`src/rtl/hqm_list_sel_mem_rf_pg_ctl.sv`:
```
// List-select register-file wrapper with built-in power-gate sequencing.
// Zero-sweeps the array after reset and (optionally) after every wake.
module hqm_list_sel_mem_rf_pg_ctl #(
  parameter int unsigned DEPTH        = 8,
  parameter int unsigned WIDTH        = 18,
  parameter int unsigned AW           = $clog2(DEPTH),
  parameter int unsigned WAKE_CYC     = 4,
  parameter int unsigned INIT_ON_WAKE = 1
) (
  input  logic             clk,
  input  logic             rst,
  input  logic             we,
  input  logic [AW-1:0]    waddr,
  input  logic [WIDTH-1:0] wdata,
  input  logic             re,
  input  logic [AW-1:0]    raddr,
  output logic [WIDTH-1:0] rdata,
  output logic             rdata_v,
  output logic             ready,
  input  logic             pwr_req_off,
  output logic             pgcb_isol_en,
  output logic             pwr_enable_b_out,
  output logic             addr_err
);

  typedef enum logic [2:0] {
    S_INIT,
    S_ON,
    S_ISOL,
    S_OFF,
    S_WAKE
  } state_e;

  localparam int unsigned WCW =
    (WAKE_CYC > 1) ? $clog2(WAKE_CYC) : 1;
  localparam logic [AW-1:0]  PTR_LAST  = AW'(DEPTH - 1);
  localparam logic [WCW-1:0] WCNT_LAST = WCW'(WAKE_CYC - 1);
  localparam logic [AW:0]    DEPTH_X   = (AW+1)'(DEPTH);

  state_e           state_q, state_d;
  logic [AW-1:0]    ptr_q, ptr_d;
  logic [WCW-1:0]   wcnt_q, wcnt_d;
  logic             ready_q, ready_d;
  logic             isol_q, isol_d;
  logic             pwroff_q, pwroff_d;
  logic [WIDTH-1:0] rdata_q, rdata_d;
  logic             rdata_v_q, rdata_v_d;
  logic             addr_err_q, addr_err_d;

  logic [WIDTH-1:0] mem_q [DEPTH];

  logic waddr_ok;
  logic raddr_ok;
  logic wr_acc;
  logic rd_acc;
  logic wr_ok;
  logic bypass;

  assign waddr_ok = {1'b0, waddr} < DEPTH_X;
  assign raddr_ok = {1'b0, raddr} < DEPTH_X;
  assign wr_acc   = ready_q & we;
  assign rd_acc   = ready_q & re;
  assign wr_ok    = wr_acc & waddr_ok;
  assign bypass   = wr_ok & (waddr == raddr);

  // Power/sweep sequencer: next state, sweep pointer, wake counter.
  always_comb begin
    state_d = state_q;
    ptr_d   = ptr_q;
    wcnt_d  = wcnt_q;
    unique case (state_q)
      S_INIT: begin
        ptr_d = ptr_q + AW'(1);
        if (ptr_q == PTR_LAST) begin
          ptr_d   = '0;
          state_d = S_ON;
        end
      end
      S_ON: begin
        if (pwr_req_off) state_d = S_ISOL;
      end
      S_ISOL: begin
        state_d = S_OFF;
      end
      S_OFF: begin
        if (!pwr_req_off) begin
          state_d = S_WAKE;
          wcnt_d  = '0;
        end
      end
      S_WAKE: begin
        wcnt_d = wcnt_q + WCW'(1);
        if (wcnt_q == WCNT_LAST) begin
          if (INIT_ON_WAKE != 0) state_d = S_INIT;
          else                   state_d = S_ON;
        end
      end
      default: begin
        state_d = S_INIT;
        ptr_d   = '0;
      end
    endcase
  end

  // Registered status outputs follow the state being entered.
  always_comb begin
    ready_d  = (state_d == S_ON);
    isol_d   = (state_d == S_ISOL) ||
               (state_d == S_OFF)  ||
               (state_d == S_WAKE);
    pwroff_d = (state_d == S_OFF);
  end

  // Read port: bypass, out-of-range zero, hold when idle.
  always_comb begin
    rdata_d    = rdata_q;
    rdata_v_d  = rd_acc;
    addr_err_d = (wr_acc & ~waddr_ok) | (rd_acc & ~raddr_ok);
    if (rd_acc) begin
      if (!raddr_ok)   rdata_d = '0;
      else if (bypass) rdata_d = wdata;
      else             rdata_d = mem_q[raddr];
    end
  end

  // Control and output registers.
  always_ff @(posedge clk or posedge rst) begin
    if (rst) begin
      state_q    <= S_INIT;
      ptr_q      <= '0;
      wcnt_q     <= '0;
      ready_q    <= 1'b0;
      isol_q     <= 1'b0;
      pwroff_q   <= 1'b0;
      rdata_q    <= '0;
      rdata_v_q  <= 1'b0;
      addr_err_q <= 1'b0;
    end else begin
      state_q    <= state_d;
      ptr_q      <= ptr_d;
      wcnt_q     <= wcnt_d;
      ready_q    <= ready_d;
      isol_q     <= isol_d;
      pwroff_q   <= pwroff_d;
      rdata_q    <= rdata_d;
      rdata_v_q  <= rdata_v_d;
      addr_err_q <= addr_err_d;
    end
  end

  // Storage: contents lost while off, zero sweep in INIT, client writes in ON.
  always_ff @(posedge clk) begin
    if (state_q == S_OFF) begin
      for (int i = 0; i < int'(DEPTH); i++) begin
        mem_q[i] <= 'x;
      end
    end else if (state_q == S_INIT) begin
      mem_q[ptr_q] <= '0;
    end else if (wr_ok) begin
      mem_q[waddr] <= wdata;
    end
  end

  assign rdata            = isol_q ? '0 : rdata_q;
  assign rdata_v          = rdata_v_q;
  assign ready            = ready_q;
  assign pgcb_isol_en     = isol_q;
  assign pwr_enable_b_out = pwroff_q;
  assign addr_err         = addr_err_q;

endmodule

```
`config.mk`:
```
export PLATFORM = sky130hd
export DESIGN_NAME = hqm_list_sel_mem_rf_pg_ctl
export DESIGN_NICKNAME = d
export VERILOG_FILES = /design/src/rtl/hqm_list_sel_mem_rf_pg_ctl.sv
export SDC_FILE = /design/constraint.sdc
export NUM_CORES = 1
export LEC_CHECK = 0
export BUFFER_PORTS_ARGS = -buffer_cell sky130_fd_sc_hd__buf_4
export CORE_UTILIZATION = 39
export DETAILED_ROUTE_END_ITERATION = 8
export HOLD_SLACK_MARGIN = 0.03
export PLACE_DENSITY = 0.66
export SLEW_MARGIN = 5
export SYNTH_ARGS = -nofsm -noshare
export SYNTH_HDL_FRONTEND = slang
export SYNTH_SLANG_ARGS = --single-unit
```
`constraint.sdc`:
```
create_clock -name clk -period 2.6 [get_ports clk]
set_clock_uncertainty 0.2 [all_clocks]
set_input_delay 0.13 -clock clk [delete_from_list [all_inputs] [get_ports clk]]
set_output_delay 0.13 -clock clk [all_outputs]
set_load 0.005 [all_outputs]
```
==> impl_metrics.tcl <==
set metrics [dict create \
    outcome "complete, but fails checks" \
    violations "design-rule violations" \
    synthesis.area_mm2 0.00715 \
    final_antenna_net_count 0 \
    arrival_ps 2220 \
    die_y_um 137 \
    cts_tree "done" \
    dp_hpwl_um 9940 \
    worstRegToRegCells 6 \
    cts_htree_levels 4 \
    critical_path.startpoint_type "flip-flop" \
    area_delta_synth_final_pct 21.0 \
    min_period_ps 2320 \
    hold_path_startpoint "re" \
    first_pass_iters 9 \
    r2r-end "mem_q[2][8]$_DFFE_PP_" \
    grt_max_degree 31 \
    grt_usage 0.175 \
    vias_per_cell 5.41 \
    insertion_delay_ps 430 \
    route.detailed.drc 2 \
    io_buffers 50 \
    pin_count 52 \
    numCtsBuffers 17 \
    worst-path-buf-inv 2 \
    die_w_um 137 \
    fin_crit_sh 0.891 \
    max_stage_delay_ps 480 \
    numClockSinks 174 \
    worst_slew_margin_rel 0.503 \
    rr_startpoint "state_q[1]$_DFF_PP0_" \
    worstPathRequired_ps 2500 \
    diodes 0 \
    min_to "rdata_q[8]$_DFFE_PP0P_" \
    grt_overflow 0 \
    root_buffer "clkbuf_16" \
    wl_per_cell_um 21.0 \
    start_util 0.398 \
    die-area_mm2 0.0189 \
    clkTransAtPathRegs_ps 60 \
    worst_pin_slew_ps 746 \
    rsz0062_at_grt "false" \
    endpoint_kind "flip-flop" \
    rows 49 \
    leakage_nw 3.19 \
    synth_nets 432 \
    drive_gt1_frac 0.260 \
    wirelength_um 15400 \
    place_congestion 0.827 \
    cp_slowest_cell "dfrtp_1" \
    first_global_vias 4100 \
    ys_ff_latch 174 \
    fmax_ghz 0.432 \
    drt_iter0_markers 394 \
    grt_pass1_wl_um 23300 \
    coreArea_mm2 0.0180 \
    antenna_found_initial 0 \
    holdCritPathClass "input pin to flip-flop" \
    crit_chain "nor2b_1, o31a_1, buf_4, mux2i_1, nor2_1, buf_4" \
    clockBufferDepth 2 \
    cp_top_family "buffers and inverters" \
    nets 522 \
    setup_tns_ps 0 \
    slew_viol_final 0 \
    syn_avg_cell_area_um2 17.9 \
    setup_violations 0 \
    power_density_mw_per_mm2 969 \
    timing.critical_path.mode_cell "buf_4" \
    yosysWarningCount 0 \
    vias 3962 \
    holdPathStages 4 \
    seq_area_frac_synth 0.709 \
    path_max_fanout 18 \
    critical_path_class "flip-flop to flip-flop" \
    syn_inst 400 \
    hold_viol 0 \
    ys_types 40 \
    max_cap_violations 0 \
    reg2reg_slack_ps 280 \
    ir_drop_mv 0.603 \
    total_power_mw 8.39 \
]
## cell usage in the layout, fill, tap and decap left out, types with 5 or more instances in the layout
cell type,instances
mux4_1,13
inv_1,9
and2_1,18
nor2b_1,25
mux4_2,23
a222oi_1,5
edfxtp_1,144
buf_4,70
nor2_1,17
o22ai_1,14
clkbuf_1,5
dlygate4sd3_1,20
mux2i_1,17
clkbuf_16,17
dfrtp_1,30
a21oi_1,20
nand2_1,5
## through the flow
stage	hold WS, ps	setup slack, ps	instance area (um^2)	std cells	utilization
6_report	161	283	8660	732	0.482
3_3_place_gp	67.8	364	7900	680	0.440
3_5_place_dp	68.6	294	7900	680	0.440
5_1_grt	193	130	8660	732	0.482
2_1_floorplan	20.8	-116	7150	400	-
4_1_cts	140	269	8660	732	0.482
## cells by family after synthesis
group,Yosys count,synth area share
flip-flops,174,0.709
AO/OA/AOI/OAI,50,0.0453
adder cells (fa/ha/maj),3,0.00525
buffers and inverters,30,0.0199
multiplexers,59,0.154
AND/OR/NAND/NOR,80,0.0621
XOR/XNOR,3,0.00367
other,1,0.000524
## cell usage after synthesis (all sizes together)
library cell / number / area (um^2)
and2: 19 / 119
nand3: 4 / 20.0
edfxtp: 144 / 4320
ha: 3 / 37.5
buf: 10 / 67.6
mux2: 6 / 71.3
nand2b: 1 / 6.26
a31oi: 1 / 6.26
o32ai: 1 / 8.76
inv: 9 / 33.8
a41oi: 1 / 16.3
nand2: 5 / 18.8
a222oi: 5 / 50.1
mux4: 36 / 860
and4b: 1 / 10.0
a21oi: 20 / 100
nor2: 17 / 63.8
o31a: 1 / 8.76
o22a: 2 / 17.5
xnor2: 3 / 26.3
mux2i: 17 / 170
conb: 1 / 3.75
o21ai: 4 / 20.0
clkbuf: 11 / 41.3
o22ai: 14 / 87.6
nor3: 3 / 15.0
nand4b: 1 / 8.76
dfrtp: 30 / 751
or2: 3 / 18.8
nor3b: 1 / 7.51
nor2b: 25 / 156
a32oi: 1 / 8.76
## sequential cells by signal, summed over array words and instances, names as in the netlist
| name | cells |
|---|---|
| rdata_v | 1 |
| state_q | 3 |
| wcnt_q | 2 |
| rdata_q | 18 |
| ptr_q | 3 |
| pwr_enable_b_out | 1 |
| pgcb_isol_en | 1 |
| ready | 1 |
| mem_q | 144 |
## final cells by class
class	count	area, um^2
Inverter	9	33.8
Clock buffer	26	499
Timing Repair Buffer	92	766
Sequential cell	174	5070
Fill cell	1466	9310
Clock inverter	6	61.3
Tap cell	229	287
Multi-Input combinational cell	196	1940
## worst max-delay path by stage
stage / endpoint / cells after the start / start / slack, ps
4_1_cts: mem_q[2][8]$_DFFE_PP_ / 6 / state_q[1]$_DFF_PP0_ / 270
6_report: mem_q[2][8]$_DFFE_PP_ / 6 / state_q[1]$_DFF_PP0_ / 280
3_5_place_dp: mem_q[2][8]$_DFFE_PP_ / 6 / state_q[1]$_DFF_PP0_ / 290
2_1_floorplan: mem_q[0][0]$_DFFE_PP_ / 6 / state_q[1]$_DFF_PP0_ / -120
5_1_grt: mem_q[2][10]$_DFFE_PP_ / 6 / state_q[1]$_DFF_PP0_ / 130
3_3_place_gp: mem_q[3][12]$_DFFE_PP_ / 6 / state_q[1]$_DFF_PP0_ / 360
## worst min-delay path, stage by stage
cell and delay [ps]:
buf_4 110, nand2_1 280, a222oi_1 170, inv_1 60
## power breakdown
part / switching [mW] / internal, mW / leakage [nW]
Clock: 0.983 / 1.42 / 0.274
Combinational: 1.03 / 0.939 / 1.20
Sequential: 0.289 / 3.73 / 1.71
Total: 2.30 / 6.09 / 3.19
## layer usage
| layer | wire length, um | GRT usage |
|---|---|---|
| met3 | 612 | 0.0316 |
| met1 | 6820 | 0.230 |
| met2 | 7690 | 0.289 |
| met4 | 256 | 0.0696 |
| met5 | 0 | 0 |
## repair_timing
item                      in CTS  in global routing
resized for setup              0                  0
hold buffers                  20                  0
buffers inserted               0                  0
hold endpoints to repair     151                  0
Note: power is estimated with default switching activity, not from simulation.
